### config.mk
export PLATFORM = sky130hd
export DESIGN_NAME = tensor_buf_responder
export DESIGN_NICKNAME = d
export VERILOG_FILES = /design/src/rtl/tensor_buf_responder_pkg.sv /design/src/rtl/tensor_buf_responder_sync_fifo.sv /design/src/rtl/tensor_buf_responder.sv
export SDC_FILE = /design/constraint.sdc
export NUM_CORES = 2
export LEC_CHECK = 0
export BUFFER_PORTS_ARGS = -buffer_cell sky130_fd_sc_hd__buf_4
export CAP_MARGIN = 20
export CORE_MARGIN = 1.5
export CORE_UTILIZATION = 63
export DETAILED_ROUTE_END_ITERATION = 7
export GPL_TIMING_DRIVEN = 0
export PLACE_DENSITY = 0.79
export SLEW_MARGIN = 5
export SYNTH_ARGS = -nofsm -noshare
export SYNTH_HDL_FRONTEND = slang
export SYNTH_HIERARCHICAL = 1
export SYNTH_SLANG_ARGS = --single-unit
### constraint.sdc
create_clock -name clk -period 4.2 [get_ports clk]
set_input_delay 0.42 -clock clk [delete_from_list [all_inputs] [get_ports clk]]
set_output_delay 0.42 -clock clk [all_outputs]
set_load 0.01 [all_outputs]
### src/rtl/tensor_buf_responder_pkg.sv
// Encodings shared between the DMA controller and the tensor-side responder.
package tensor_pkg;

  typedef enum logic [1:0] {
    SET_A = 2'd0,
    SET_B = 2'd1,
    SET_X = 2'd2,
    SET_W = 2'd3
  } set_e;

  typedef enum logic [1:0] {
    ST_IDLE,
    ST_LOAD,
    ST_CHECK,
    ST_DRAIN
  } state_e;

endpackage

### src/rtl/tensor_buf_responder_sync_fifo.sv
// Circular synchronous FIFO with registered read data and a one-cycle valid pulse.
module sync_fifo #(
  parameter int DATAWIDTH = 8,
  parameter int DEPTH     = 64
) (
  input  logic                   clk,
  input  logic                   rst,
  input  logic                   push,
  input  logic                   pop,
  input  logic [DATAWIDTH-1:0]   wdata,
  output logic [DATAWIDTH-1:0]   rdata,
  output logic                   rvalid,
  output logic                   full,
  output logic                   empty,
  output logic [$clog2(DEPTH):0] count
);

  localparam int AW = $clog2(DEPTH);
  localparam int CW = AW + 1;

  logic [DATAWIDTH-1:0] mem [DEPTH];
  logic [AW-1:0]        wptr;
  logic [AW-1:0]        rptr;
  logic                 push_ok;
  logic                 pop_ok;

  assign full    = (count == CW'(DEPTH));
  assign empty   = (count == '0);
  assign pop_ok  = pop && !empty;
  // A pop frees a slot in the same cycle, so push on full succeeds alongside it.
  assign push_ok = push && (!full || pop_ok);

  always_ff @(posedge clk) begin
    if (push_ok) begin
      mem[wptr] <= wdata;
    end
  end

  always_ff @(posedge clk) begin
    if (rst) begin
      wptr   <= '0;
      rptr   <= '0;
      count  <= '0;
      rdata  <= '0;
      rvalid <= 1'b0;
    end else begin
      if (push_ok) begin
        wptr <= wptr + AW'(1);
      end
      if (pop_ok) begin
        rptr  <= rptr + AW'(1);
        rdata <= mem[rptr];
      end
      rvalid <= pop_ok;
      count  <= count + {{AW{1'b0}}, push_ok} - {{AW{1'b0}}, pop_ok};
    end
  end

endmodule

### src/rtl/tensor_buf_responder.sv
// Tensor-side DMA endpoint: loads operand buffers A/B/W and drains X results
// from a FIFO to the memory bus.
module tensor_buf_responder
  import tensor_pkg::*;
#(
  parameter int DATAWIDTH  = 8,
  parameter int BUF_DEPTH  = 64,
  parameter int FIFO_DEPTH = 64
) (
  input  logic                         clk,
  input  logic                         rst,
  input  logic                         tensor_wen,
  input  logic                         tensor_ren,
  input  logic [1:0]                   set,
  input  logic [DATAWIDTH-1:0]         depth_in,
  input  logic [DATAWIDTH-1:0]         width_in,
  input  logic [DATAWIDTH-1:0]         data_in,
  output logic [DATAWIDTH-1:0]         data_out,
  output logic                         data_out_valid,
  input  logic [1:0]                   rd_set,
  input  logic [$clog2(BUF_DEPTH)-1:0] rd_addr,
  output logic [DATAWIDTH-1:0]         rd_data,
  input  logic                         x_push,
  input  logic [DATAWIDTH-1:0]         x_data,
  output logic [3:0]                   loaded,
  output logic [$clog2(FIFO_DEPTH):0]  x_count,
  output logic [2:0]                   err
);

  localparam int AW = $clog2(BUF_DEPTH);
  localparam int PW = AW + 1;

  logic [DATAWIDTH-1:0] mem_a [BUF_DEPTH];
  logic [DATAWIDTH-1:0] mem_b [BUF_DEPTH];
  logic [DATAWIDTH-1:0] mem_w [BUF_DEPTH];

  state_e        state;
  set_e          cur_set;
  set_e          in_set;
  logic [PW-1:0] wptr;
  logic [PW-1:0] expected;
  logic [PW-1:0] burst_len;

  logic          buf_we;
  set_e          buf_sel;
  logic [AW-1:0] buf_waddr;
  logic          pop_req;
  logic          pop_ok;
  logic          fifo_full;
  logic          fifo_empty;
  logic          accept_wen;

  assign in_set     = set_e'(set);
  // Truncation to PW bits equals (depth*width) mod 2^PW.
  assign burst_len  = PW'(depth_in) * PW'(width_in);
  assign accept_wen = (state == ST_IDLE || state == ST_DRAIN) && tensor_wen;
  assign pop_ok     = pop_req && !fifo_empty;

  always_comb begin
    buf_we    = 1'b0;
    buf_sel   = SET_A;
    buf_waddr = '0;
    pop_req   = 1'b0;
    if (!rst) begin
      if (accept_wen && in_set != SET_X) begin
        buf_we  = 1'b1;
        buf_sel = in_set;
      end else if (state == ST_LOAD && tensor_wen && wptr < PW'(BUF_DEPTH)) begin
        buf_we    = 1'b1;
        buf_sel   = cur_set;
        buf_waddr = wptr[AW-1:0];
      end
      if (!tensor_wen && tensor_ren) begin
        pop_req = (state == ST_DRAIN) || (state == ST_IDLE && in_set == SET_X);
      end
    end
  end

  always_ff @(posedge clk) begin
    if (buf_we) begin
      case (buf_sel)
        SET_A:   mem_a[buf_waddr] <= data_in;
        SET_B:   mem_b[buf_waddr] <= data_in;
        SET_W:   mem_w[buf_waddr] <= data_in;
        default: ;
      endcase
    end
  end

  // Write-first: a read hitting the word being written returns the new data.
  always_ff @(posedge clk) begin
    if (rst) begin
      rd_data <= '0;
    end else if (buf_we && buf_sel == set_e'(rd_set) && buf_waddr == rd_addr) begin
      rd_data <= data_in;
    end else begin
      case (set_e'(rd_set))
        SET_A:   rd_data <= mem_a[rd_addr];
        SET_B:   rd_data <= mem_b[rd_addr];
        SET_W:   rd_data <= mem_w[rd_addr];
        default: rd_data <= '0;
      endcase
    end
  end

  always_ff @(posedge clk) begin
    if (rst) begin
      state    <= ST_IDLE;
      cur_set  <= SET_A;
      wptr     <= '0;
      expected <= '0;
      loaded   <= '0;
      err      <= '0;
    end else begin
      if (tensor_wen && tensor_ren) begin
        err[2] <= 1'b1;
      end
      if ((x_push && fifo_full && !pop_ok) || (pop_req && fifo_empty)) begin
        err[1] <= 1'b1;
      end
      case (state)
        ST_IDLE, ST_DRAIN: begin
          if (tensor_wen) begin
            if (in_set == SET_X) begin
              err[2] <= 1'b1;
              state  <= ST_IDLE;
            end else begin
              state          <= ST_LOAD;
              cur_set        <= in_set;
              expected       <= burst_len;
              wptr           <= PW'(1);
              loaded[in_set] <= 1'b0;
            end
          end else if (state == ST_IDLE) begin
            if (tensor_ren && in_set == SET_X) begin
              state <= ST_DRAIN;
            end
          end else if (!tensor_ren) begin
            state <= ST_IDLE;
          end
        end
        ST_LOAD: begin
          if (tensor_wen) begin
            if (wptr >= PW'(BUF_DEPTH)) begin
              err[0] <= 1'b1;
            end
            if (wptr != '1) begin
              wptr <= wptr + PW'(1);
            end
          end else begin
            state <= ST_CHECK;
          end
        end
        ST_CHECK: begin
          if (wptr == expected) begin
            loaded[cur_set] <= 1'b1;
          end else begin
            err[0] <= 1'b1;
          end
          state <= ST_IDLE;
        end
        default: state <= ST_IDLE;
      endcase
    end
  end

  sync_fifo #(
    .DATAWIDTH (DATAWIDTH),
    .DEPTH     (FIFO_DEPTH)
  ) u_x_fifo (
    .clk    (clk),
    .rst    (rst),
    .push   (x_push),
    .pop    (pop_req),
    .wdata  (x_data),
    .rdata  (data_out),
    .rvalid (data_out_valid),
    .full   (fifo_full),
    .empty  (fifo_empty),
    .count  (x_count)
  );

endmodule

==> summary.md <==
| Metric | Value |
|---|---|
| Status | complete, but fails checks |
| Failing checks | DRC, setup timing |
| Post-Syn Instances | about 4,300 |
| Reg2reg setup slack | -0.12 ns |
| Fin crit share | 105% |
| Clk root buf | clkbuf_16 |
| Final Cell Area | about 0.094 mm² |
| DR iter-0 viols | 8,416 |
| Arr. time, crit path | 5.07 ns |
| Worst VDD drop | slightly above 0.4 mV |
| Worst path setup slack after routing | -0.220 ns |
| Synth unique cells | between 60 and 70 |
| Die area | 0.135 mm² |
| Rel. slew slack | between 15 and 20% |
| Skew-Pair Late Insertion Delay | 0.83 ns |
| RR Endpoint | mem_a[45][7]$_DFFE_PP_ |
| Via density | 7.20 |
| # DRC | 19 |
| Final core utilization | 71.2% |
| Yosys Warn Count | 6 |
| Final Hold Fails | 0 |
| Layout net count | 4,683 |
| RSZ-0062 raised after global routing | yes |
| Vias in the first global route | around 46,000 |
| Cell Count, Final, Fillers Out | 6,533 |
| Critical path fanouts, max | 10 |
| WL final | 247,000 µm |
| Core area | 0.132 mm² |
| Reg clk slew, reported paths | 0.06 ns |
| Power Density | 471 mW/mm² |
| Slew Limit Fails | 0 |
| Placed cells | approximately 6,100 |
| Synth Register Bits | 2,109 |
| Syn_nets | roughly 4,400 |
| Largest net degree at the start of global routing | 121 |
| Maximum clock frequency | approximately 0.23 GHz |
| Layout area overhead | 12.2% |
| Grt ovf | 0 |
| Hold endpoint | mem_a[31][3]$_DFFE_PP_ |
| Via count | 47,000 |
| Ys flop type | edfxtp_1 |
| Clk sinks | between 2,000 and 2,500 |
| Worst-Margin Slew | 1.27 ns |
| Avg Cell Area, Syn | 19.5 µm² |
| Most common cell after layout, fill and taps aside | edfxtp_1 |
| Die Y | 367 µm |
| Synth Cell Area | 0.0836 mm² |
| LEAKAGE | 0.0294 µW |
| Clock Tree Buf Depth | 3 |
| Port bufs | 72 |
| Gr busiest metal | met2 |
| First-pass GRT wire length | 342,000 µm |
| Initial antenna violation count | 21 |
| Place WS | -1.34 ns |
| GR Util met2 | between 50% and 60% |
| DP Area | 0.0869 mm² |
| Total global routing track utilization | 36.8% |
| IO Pins | 78 |
| Final setup fails | 156 |
| Number of synthesized flops with an enable pin | 2,048 |
| Filler cells | 7,606 |
| H-tree levels | 4 |
| Detailed Routing Iterations Pass 1 | 8 |
| CTS tree | yes |
| Hold Path Stages | 1 |
| Share of post-route cells with drive strength above 1 | 23.6% |
| Post-CTS setup buffer count | 0 |
| Worst Reg-to-Reg Cells | 9 |
| Row count | 133 |
| Grt met3 use | 14.5% |
| Starting density of the core | 63.5% |
| Post-route ant nets | 0 |
| Die width | 367 µm |
| Sequential fraction of the synthesis area | 75.1% |
| CTS Buf Count | approximately 200 |
| Hold wc startpoint | data_in[3] |
| Setup TNS | -8.51 ns |
| Reg-to-Reg Start | state[1]$_SDFFE_PP0P_ |
| Met1 Use GR | 48.8% |
| Crit Path Category | input port to flip-flop |
| Tmin final | 4.42 ns |
| Setup crit end kind | flip-flop |
| Most frequent cells in the layout | edfxtp_1, mux4_2, mux2i_1 |
| Hold Path Class | input port to flip-flop |
| Post-synth ARST share | 0% |
| Dpl hpwl | 160,000 µm |
| Max cap viols | 0 |
| Per-cell routed wire length | 37.7 µm |
| Required @ worst endpoint | 4.85 ns |
| Clock Skews | 0.0369 ns |
| Startpoint Class | input port |
| Routability congestion estimate | 1.04 |
[area by class of cell]
type,count,area [µm²],area share (%)
diodes,8,20.0,0.0213
plain buffers,237,1350,1.44
clock buffers,266,5420,5.77
clock inverters,105,996,1.06
inverters,27,101,0.108
multi-input cells,1909,19800,21.1
flip-flops and latches,2109,62700,66.9
well taps,1755,2200,2.34
repair buffers,117,1180,1.26
[worst max-delay path by stage]
stage,start,endpoint,depth (start not counted)
finish,rd_addr[3],rd_data[4]$_SDFF_PP0_,11
global placement,rd_addr[2],rd_data[5]$_SDFF_PP0_,10
global route,state[1]$_SDFFE_PP0P_,mem_a[44][3]$_DFFE_PP_,9
floorplan,set[1],u_x_fifo/count[6]$_SDFF_PP0_,16
CTS,state[1]$_SDFFE_PP0P_,mem_w[28][3]$_DFFE_PP_,8
detailed placement,rd_addr[2],rd_data[5]$_SDFF_PP0_,10
[state kept, by name, indices dropped and copies added (netlist names), 3 cells and up]
signal	cells
mem_w	512
rd_data	8
mem_a	512
u_x_fifo/rdata	8
u_x_fifo/wptr	6
u_x_fifo/mem	512
loaded	4
mem_b	512
err	3
u_x_fifo/rptr	6
u_x_fifo/count	7
wptr	7
expected	7
[per-stage QoR]
step	power [µW]	hold slack (ns)
floorplan	25300	0.444
global placement	26500	0.456
detailed placement	26700	0.464
CTS	44000	0.0178
global route	45000	0.0588
finish	44200	0.0455
[worst max-delay path, stage by stage]
cell      delay (ns)
buf_4           0.14
buf_2           0.26
inv_1           0.53
clkbuf_4        0.51
buf_4           0.42
buf_2           0.61
mux2i_1         0.56
o21ai_0         0.35
nand3_1         0.21
nand4_1         0.39
a221o_1         0.62
[synth_stat cells (8+ instances only)]
| cell | number | share of area (%) |
|---|---|---|
| o22ai_1 | 61 | 0.46 |
| nor2_1 | 337 | 1.5 |
| a32oi_1 | 22 | 0.23 |
| a221o_1 | 14 | 0.17 |
| nand3_1 | 66 | 0.40 |
| xnor2_1 | 26 | 0.27 |
| a31oi_1 | 9 | 0.067 |
| nor3_1 | 19 | 0.11 |
| o21ai_0 | 54 | 0.32 |
| buf_2 | 66 | 0.40 |
| buf_1 | 30 | 0.13 |
| mux4_1 | 8 | 0.25 |
| fa_1 | 8 | 0.19 |
| nand2b_1 | 9 | 0.067 |
| o221ai_1 | 31 | 0.32 |
| nand3b_1 | 11 | 0.099 |
| mux2i_1 | 252 | 3.0 |
| and3_1 | 15 | 0.11 |
| mux4_2 | 440 | 12 |
| nor2b_1 | 12 | 0.090 |
| dfxtp_1 | 61 | 1.5 |
| and2_1 | 18 | 0.13 |
| inv_1 | 26 | 0.12 |
| buf_4 | 24 | 0.22 |
| ha_1 | 28 | 0.42 |
| a21oi_1 | 80 | 0.48 |
| mux2_2 | 19 | 0.26 |
| buf_6 | 26 | 0.35 |
| clkbuf_1 | 90 | 0.40 |
| or3_1 | 22 | 0.16 |
| nand2_1 | 222 | 1.0 |
| o31ai_1 | 11 | 0.099 |
| xor2_1 | 14 | 0.15 |
| nand4_1 | 13 | 0.097 |
| edfxtp_1 | 2048 | 74 |
[layer usage]
metal / routed length (µm) / share of wire [%] / up-vias
met3: 39700 / 16 / 811
li1: - / - / 18100
met2: 111000 / 45 / 4228
met4: 13200 / 5.3 / 28
met1: 82500 / 33 / 23900
met5: 293 / 0.12 / -
[power by group]
part	switching [µW]	internal (µW)
logic	2100	1030
clock network	7870	9900
registers	84.1	23200
[kinds of logic after synthesis]
| family | after synthesis | synth area share [%] |
|---|---|---|
| buf+inv | 268 | 1.69 |
| fa+ha+maj | 36 | 0.611 |
| simple gates | 775 | 4.09 |
| xor+xnor | 40 | 0.419 |
| compound gates | 338 | 2.73 |
| flops | 2109 | 75.1 |
| mux | 720 | 15.4 |
[timing repair]
item	in CTS	in global routing
resized for setup	29	126
endpoints found under the hold margin	7	0
hold buffers	6	0
endpoints found under the setup margin	158	950
(Power assumes the default switching activity.)
